[src/rtl/lanzones_regfile_if.sv]
// Decode/writeback/issue bus of the lanzones register file.
// The master side is the pipeline; the slave side is the register file.
interface lanzones_regfile_if #(
  parameter int XLEN  = 32,
  parameter int NREGS = 32,
  parameter int NRD   = 2
);
  localparam int AW = $clog2(NREGS);

  logic [NRD*AW-1:0]   rd_addr;
  logic [NRD*XLEN-1:0] rd_data;
  logic [NRD-1:0]      rd_busy;
  logic                wr_en;
  logic [AW-1:0]       wr_addr;
  logic [XLEN-1:0]     wr_data;
  logic                iss_en;
  logic [AW-1:0]       iss_addr;
  logic                iss_rdy;
  logic                flush;

  modport master (
    output rd_addr, wr_en, wr_addr, wr_data, iss_en, iss_addr, flush,
    input  rd_data, rd_busy, iss_rdy
  );

  modport slave (
    input  rd_addr, wr_en, wr_addr, wr_data, iss_en, iss_addr, flush,
    output rd_data, rd_busy, iss_rdy
  );
endinterface

[src/rtl/lanzones_regfile.sv]
// RV32 integer register file with a write-pending scoreboard gating issue.
// Define LANZONES_RF_BYPASS_EN to forward the writeback port onto the read ports.
module lanzones_regfile #(
  parameter int XLEN  = 32,
  parameter int NREGS = 32,
  parameter int NRD   = 2
) (
  input  logic                clk,
  input  logic                rst,
  lanzones_regfile_if.slave   bus
);
  localparam int AW = $clog2(NREGS);

  logic [XLEN-1:0]  regs_q [NREGS-1:1];
  logic [NREGS-1:1] busy_q;
  logic [NREGS-1:1] busy_d;
  logic [NREGS-1:0] busy_full;
  logic             wr_live;
  logic             iss_rdy;

  // x0 has no storage: bit 0 of the widened vector is tied low
  assign busy_full = {busy_q, 1'b0};
  assign wr_live   = bus.wr_en && (bus.wr_addr != '0);

  assign iss_rdy = !bus.flush &&
                   ((bus.iss_addr == '0) || !busy_full[bus.iss_addr] ||
                    (bus.wr_en && (bus.wr_addr == bus.iss_addr)));
  assign bus.iss_rdy = iss_rdy;

  always_comb begin
    busy_d = busy_q;
    if (bus.flush) begin
      busy_d = '0;
    end else begin
      if (wr_live) busy_d[bus.wr_addr] = 1'b0;
      if (bus.iss_en && iss_rdy && (bus.iss_addr != '0)) busy_d[bus.iss_addr] = 1'b1;
    end
  end

  always_ff @(posedge clk or posedge rst) begin
    if (rst) begin
      busy_q <= '0;
    end else begin
      busy_q <= busy_d;
    end
  end

  always_ff @(posedge clk or posedge rst) begin
    if (rst) begin
      for (int r = 1; r < NREGS; r++) regs_q[r] <= '0;
    end else if (wr_live) begin
      regs_q[bus.wr_addr] <= bus.wr_data;
    end
  end

  for (genvar i = 0; i < NRD; i++) begin : g_rd
    logic [AW-1:0]   ra;
    logic [XLEN-1:0] stored;
    logic            stored_busy;

    assign ra          = bus.rd_addr[i*AW +: AW];
    assign stored      = (ra == '0) ? '0 : regs_q[ra];
    assign stored_busy = busy_full[ra];

`ifdef LANZONES_RF_BYPASS_EN
    logic hit;
    assign hit = wr_live && (bus.wr_addr == ra);
    assign bus.rd_data[i*XLEN +: XLEN] = hit ? bus.wr_data : stored;
    assign bus.rd_busy[i]              = hit ? 1'b0 : stored_busy;
`else
    assign bus.rd_data[i*XLEN +: XLEN] = stored;
    assign bus.rd_busy[i]              = stored_busy;
`endif
  end
endmodule

[src/flat_wrapper.sv]
// flat-port wrapper written by rule: the top's interface ports become plain ports
module lanzones_regfile_flat 
#(
  parameter int XLEN  = 32,
  parameter int NREGS = 32,
  parameter int NRD   = 2
)
  (clk, rst, bus_rd_addr, bus_wr_en, bus_wr_addr, bus_wr_data, bus_iss_en, bus_iss_addr, bus_flush, bus_rd_data, bus_rd_busy, bus_iss_rdy);
  lanzones_regfile_if #(.XLEN(XLEN), .NREGS(NREGS), .NRD(NRD)) bus_i ();
  input  logic clk;
  input  logic rst;
  input wire logic [$bits(bus_i.rd_addr)-1:0] bus_rd_addr;
  input wire logic [$bits(bus_i.wr_en)-1:0] bus_wr_en;
  input wire logic [$bits(bus_i.wr_addr)-1:0] bus_wr_addr;
  input wire logic [$bits(bus_i.wr_data)-1:0] bus_wr_data;
  input wire logic [$bits(bus_i.iss_en)-1:0] bus_iss_en;
  input wire logic [$bits(bus_i.iss_addr)-1:0] bus_iss_addr;
  input wire logic [$bits(bus_i.flush)-1:0] bus_flush;
  output wire logic [$bits(bus_i.rd_data)-1:0] bus_rd_data;
  output wire logic [$bits(bus_i.rd_busy)-1:0] bus_rd_busy;
  output wire logic [$bits(bus_i.iss_rdy)-1:0] bus_iss_rdy;
  assign bus_i.rd_addr = bus_rd_addr;
  assign bus_i.wr_en = bus_wr_en;
  assign bus_i.wr_addr = bus_wr_addr;
  assign bus_i.wr_data = bus_wr_data;
  assign bus_i.iss_en = bus_iss_en;
  assign bus_i.iss_addr = bus_iss_addr;
  assign bus_i.flush = bus_flush;
  assign bus_rd_data = bus_i.rd_data;
  assign bus_rd_busy = bus_i.rd_busy;
  assign bus_iss_rdy = bus_i.iss_rdy;
  lanzones_regfile #(.XLEN(XLEN), .NREGS(NREGS), .NRD(NRD)) u_core (.clk(clk), .rst(rst), .bus(bus_i));
endmodule
[config.mk]
export PLATFORM = sky130hd
export DESIGN_NAME = lanzones_regfile_flat
export DESIGN_NICKNAME = d
export VERILOG_FILES = /design/src/rtl/lanzones_regfile_if.sv /design/src/rtl/lanzones_regfile.sv /design/src/flat_wrapper.sv
export SDC_FILE = /design/constraint.sdc
export NUM_CORES = 2
export LEC_CHECK = 0
export ABC_CLOCK_PERIOD_IN_PS = 42900
export CAP_MARGIN = 25
export CORE_ASPECT_RATIO = 0.8
export CORE_MARGIN = 5
export CORE_UTILIZATION = 49
export CTS_BUF_LIST = sky130_fd_sc_hd__clkbuf_2
export CTS_CLUSTER_SIZE = 30
export DETAILED_ROUTE_END_ITERATION = 7
export HOLD_SLACK_MARGIN = 0.02
export PLACE_DENSITY_LB_ADDON = 0.05
export SYNTH_ARGS = -nofsm -noshare
export SYNTH_HDL_FRONTEND = slang
export SYNTH_SLANG_ARGS = --single-unit
[constraint.sdc]
create_clock -name clk -period 42.9 [get_ports clk]
set_input_delay 8.58 -clock clk [delete_from_list [all_inputs] [get_ports clk]]
set_output_delay 8.58 -clock clk [all_outputs]
set_load 0.01 [all_outputs]
==> impl_metrics.tcl <==
set metrics [dict create \
    result_of_the_run "finished clean" \
    startpoint_type "input port" \
    critical_path.reg2reg.startpoint "u_core.busy_q[15]" \
    critical-path-slowest-cell "sky130_fd_sc_hd__buf_4" \
    compound_gate_portion_of_the_synthesized_area_pct 3.58 \
    cts.sink_count 1023 \
    first_global_vias 38866 \
    transition_time_at_the_pin_with_the_least_slew_margin_ns 1.15 \
    critical_path_required_ns 34.32 \
    maxCapViolCount 0 \
    drtIter0Drc 2861 \
    netlist_area_um2 55400 \
    synth_area_leaders "sky130_fd_sc_hd__dfrtp_1 46%, sky130_fd_sc_hd__mux2_2 22%, sky130_fd_sc_hd__mux4_2 22%, sky130_fd_sc_hd__mux2i_1 2.6%, sky130_fd_sc_hd__clkbuf_1 1.5%" \
    startpoint "bus_rd_addr[5]" \
    die-area_um2 120000 \
    cp-end-kind "primary output" \
    tns_ns 0 \
    io_buffers 123 \
    fp.dieW_um 386 \
    io-pin-count 124 \
    ctsRootBufferMaster "sky130_fd_sc_hd__clkbuf_2" \
    cts-buffers-inserted 287 \
    core-area_um2 112000 \
    timing.critical_path.arrival_ns 13.40 \
    ys_warns 0 \
    critical_path_peak_fanout 66 \
    cp_slowest_stage_delay_ns 0.84 \
    synth-main-ff-cell "sky130_fd_sc_hd__dfrtp_1" \
    critical_path_class "input port to primary output" \
    post_synth_num_cell_types 48 \
    ys_ff_latch 1023 \
    synth-seq-area-share_pct 46.2 \
    clk_pin_slew_worst_paths_ns 0.07 \
    pwr_density_cell_nw_per_um2 42.2 \
    timing.critical_path.mode_cell "sky130_fd_sc_hd__buf_4" \
    final_antenna_violating_net_count 0 \
    largest_net_degree_at_the_start_of_global_routing 152 \
    post-cts-setup-buffers 0 \
    global_route_wire_length_before_repair_um 263000 \
    wl_per_cell_um 33.1 \
    number_of_antenna_violations_at_the_first_check_in_global_routing 5 \
    grt_overflow_total 0 \
    dp_hpwl_um 93900 \
    clk_path_buf_depth 4 \
    post-synth-top-count-cell "sky130_fd_sc_hd__mux2_2" \
    hp-start "u_core.regs_q[172]" \
    rsz0062_at_grt "false" \
    clkLatencyLatePin_ns 1.57 \
    postSynthAreaPerCell_um2 15.5 \
    route.vias.total 35725 \
    maxClockFrequency_mhz 45.5 \
    floorplan.initialDensity_pct 49.3 \
    layout-area-overhead-vs-synth_pct 8.88 \
    synth-async-reset-ratio_pct 100 \
    route.detailed.drc 0 \
    max_slew_margin_pct 23.3 \
    timing.final.setup_violations 0 \
    post_cts_resized 0 \
    finalClockSkew_ns 0.0645 \
    synthCells 3579 \
    drt-total-wl_um 177000 \
    synth_common_cells "1059 x sky130_fd_sc_hd__mux2_2, 1023 x sky130_fd_sc_hd__dfrtp_1, 529 x sky130_fd_sc_hd__mux4_2" \
    post_synth_xor_area_fraction_pct 0.0790 \
    synth_edf_count 0 \
    hold_viol_final 0 \
    cts_htree_levels 5 \
    cts.hold.buffers_added 0 \
    share_of_layout_cells_above_drive_strength_1_pct 55.6 \
    syn-num-nets 3636 \
    cts_tree "built" \
    gpl.final_weighted_congestion 0.810 \
    finalMaxSlewViolations 0 \
    holdCritPathClass "flip-flop to flip-flop" \
    largest_vdd_supply_drop_uv 22.8 \
    route.detailed.vias_per_inst 6.67 \
    synth_largest_type_area_fraction_pct 46.2 \
    multiplexer_area_fraction_after_synthesis_pct 45.6 \
    crit_chain "buf_8 -> buf_4 -> buf_4 -> buf_4 -> mux4_2 -> mux4_2 -> o21a_1 -> clkdlybuf4s50_1" \
    synth-adder-area-share_pct 0 \
    fin_worst_hold_slack_ns 0.525 \
    groute.usage.overall_pct 29.7 \
    finish.net_count 3742 \
    power_leakage_nw 26.4 \
    fp-row-count 110 \
    simple_gate_share_of_the_synthesized_area_pct 1.54 \
    drt_pass1_iterations 5 \
    synth_top_family_by_area "multiplexers" \
    die_span_y_um 311 \
    synth_largest_area_cell "sky130_fd_sc_hd__dfrtp_1" \
    period_minus_slack_ns 21.98 \
    period_share_pct 51.2 \
]
-- registers in the layout (all words and copies together), names as in the netlist --
name,flops
u_core.busy_q,31
u_core.regs_q,992
-- worst max-delay path: cells and delay by family --
family,cells,cell delay [ns]
compound gates,1,0.24
mux,2,1.04
buf+inv,5,3.39
-- layer usage --
layer  wire (um)  GRT usage (%)  vias up
li1            -              -    14316
met1       74700           41.4    19519
met2       84200           46.4     1483
met3       11900           6.11      405
met4        6260           11.1        2
met5          13              0        -
-- final timing paths --
path / slack [ns] / cells past startpoint / to
worst max register to register: 40.47 / 5 / u_core.busy_q[28]
worst max-delay path: 20.92 / 8 / bus_rd_data[55]
max in group asynchronous: 32.54 / 6 / u_core.regs_q[396]
worst min register to register: 0.53 / 1 / u_core.regs_q[172]
min in group asynchronous: 7.58 / 2 / u_core.busy_q[18]
worst min-delay path: 0.53 / 1 / u_core.regs_q[172]
-- where the power goes --
part / total, mW / switching [mW] / internal, mW / leakage, nW
Sequential: 1.28 / 0.137 / 1.15 / 13.1
Clock: 0.649 / 0.409 / 0.239 / 1.71
Combinational: 0.612 / 0.233 / 0.378 / 11.5
-- layout make-up --
cell class / count / area, um2
repair buffers: 211 / 2230
fillers: 9323 / 52100
inverters: 5 / 26.3
multi-input cells: 2157 / 28400
clock inverters: 47 / 183
diodes: 10 / 25.0
flip-flops and latches: 1023 / 25600
well taps: 1512 / 1890
clock buffers: 390 / 1950
-- cell families (layout without fill, tap and decap cells) --
logic type / Yosys count / count (layout)
mux: 1733 / 1733
flops: 1023 / 1023
buf+inv: 399 / 653
compound gates: 256 / 256
simple gates: 163 / 163
xor+xnor: 5 / 5
other cells: 0 / 10
-- layout by cell type (no fill, tap or decap), types with 10 or more instances in the layout --
cell type                         count
sky130_fd_sc_hd__buf_16              10
sky130_fd_sc_hd__o21a_1              66
sky130_fd_sc_hd__clkbuf_2           391
sky130_fd_sc_hd__nor2_1              15
sky130_fd_sc_hd__buf_4               69
sky130_fd_sc_hd__o21ai_0             20
sky130_fd_sc_hd__mux2i_1            144
sky130_fd_sc_hd__mux4_2             529
sky130_fd_sc_hd__a22oi_1             66
sky130_fd_sc_hd__diode_2             10
sky130_fd_sc_hd__a22o_1              65
sky130_fd_sc_hd__nor2_4              13
sky130_fd_sc_hd__mux2_2            1059
sky130_fd_sc_hd__clkinv_1            40
sky130_fd_sc_hd__nand2_4             12
sky130_fd_sc_hd__clkdlybuf4s50_1    113
sky130_fd_sc_hd__a32oi_1             10
sky130_fd_sc_hd__dfrtp_1           1023
sky130_fd_sc_hd__nand2_1             39
sky130_fd_sc_hd__nor3b_1             18
-- stage by stage --
| stage | setup WS (ns) | utilization (%) | total power, mW | instance area (um2) | std cells |
|---|---|---|---|---|---|
| final | 20.92 | 53.7 | 2.54 | 60300 | 5355 |
| after global routing | 20.51 | 53.7 | 2.68 | 60300 | 5355 |
| after CTS | 20.76 | 53.2 | 2.56 | 59900 | 5327 |
| after detailed placement | 20.76 | 51.3 | 1.90 | 57700 | 4890 |
| after global placement | 20.75 | 51.3 | 1.86 | 57700 | 4888 |
| after floorplan | 5.53 | - | 1.73 | 55400 | 3579 |
Note: power is estimated with default switching activity, not from simulation.
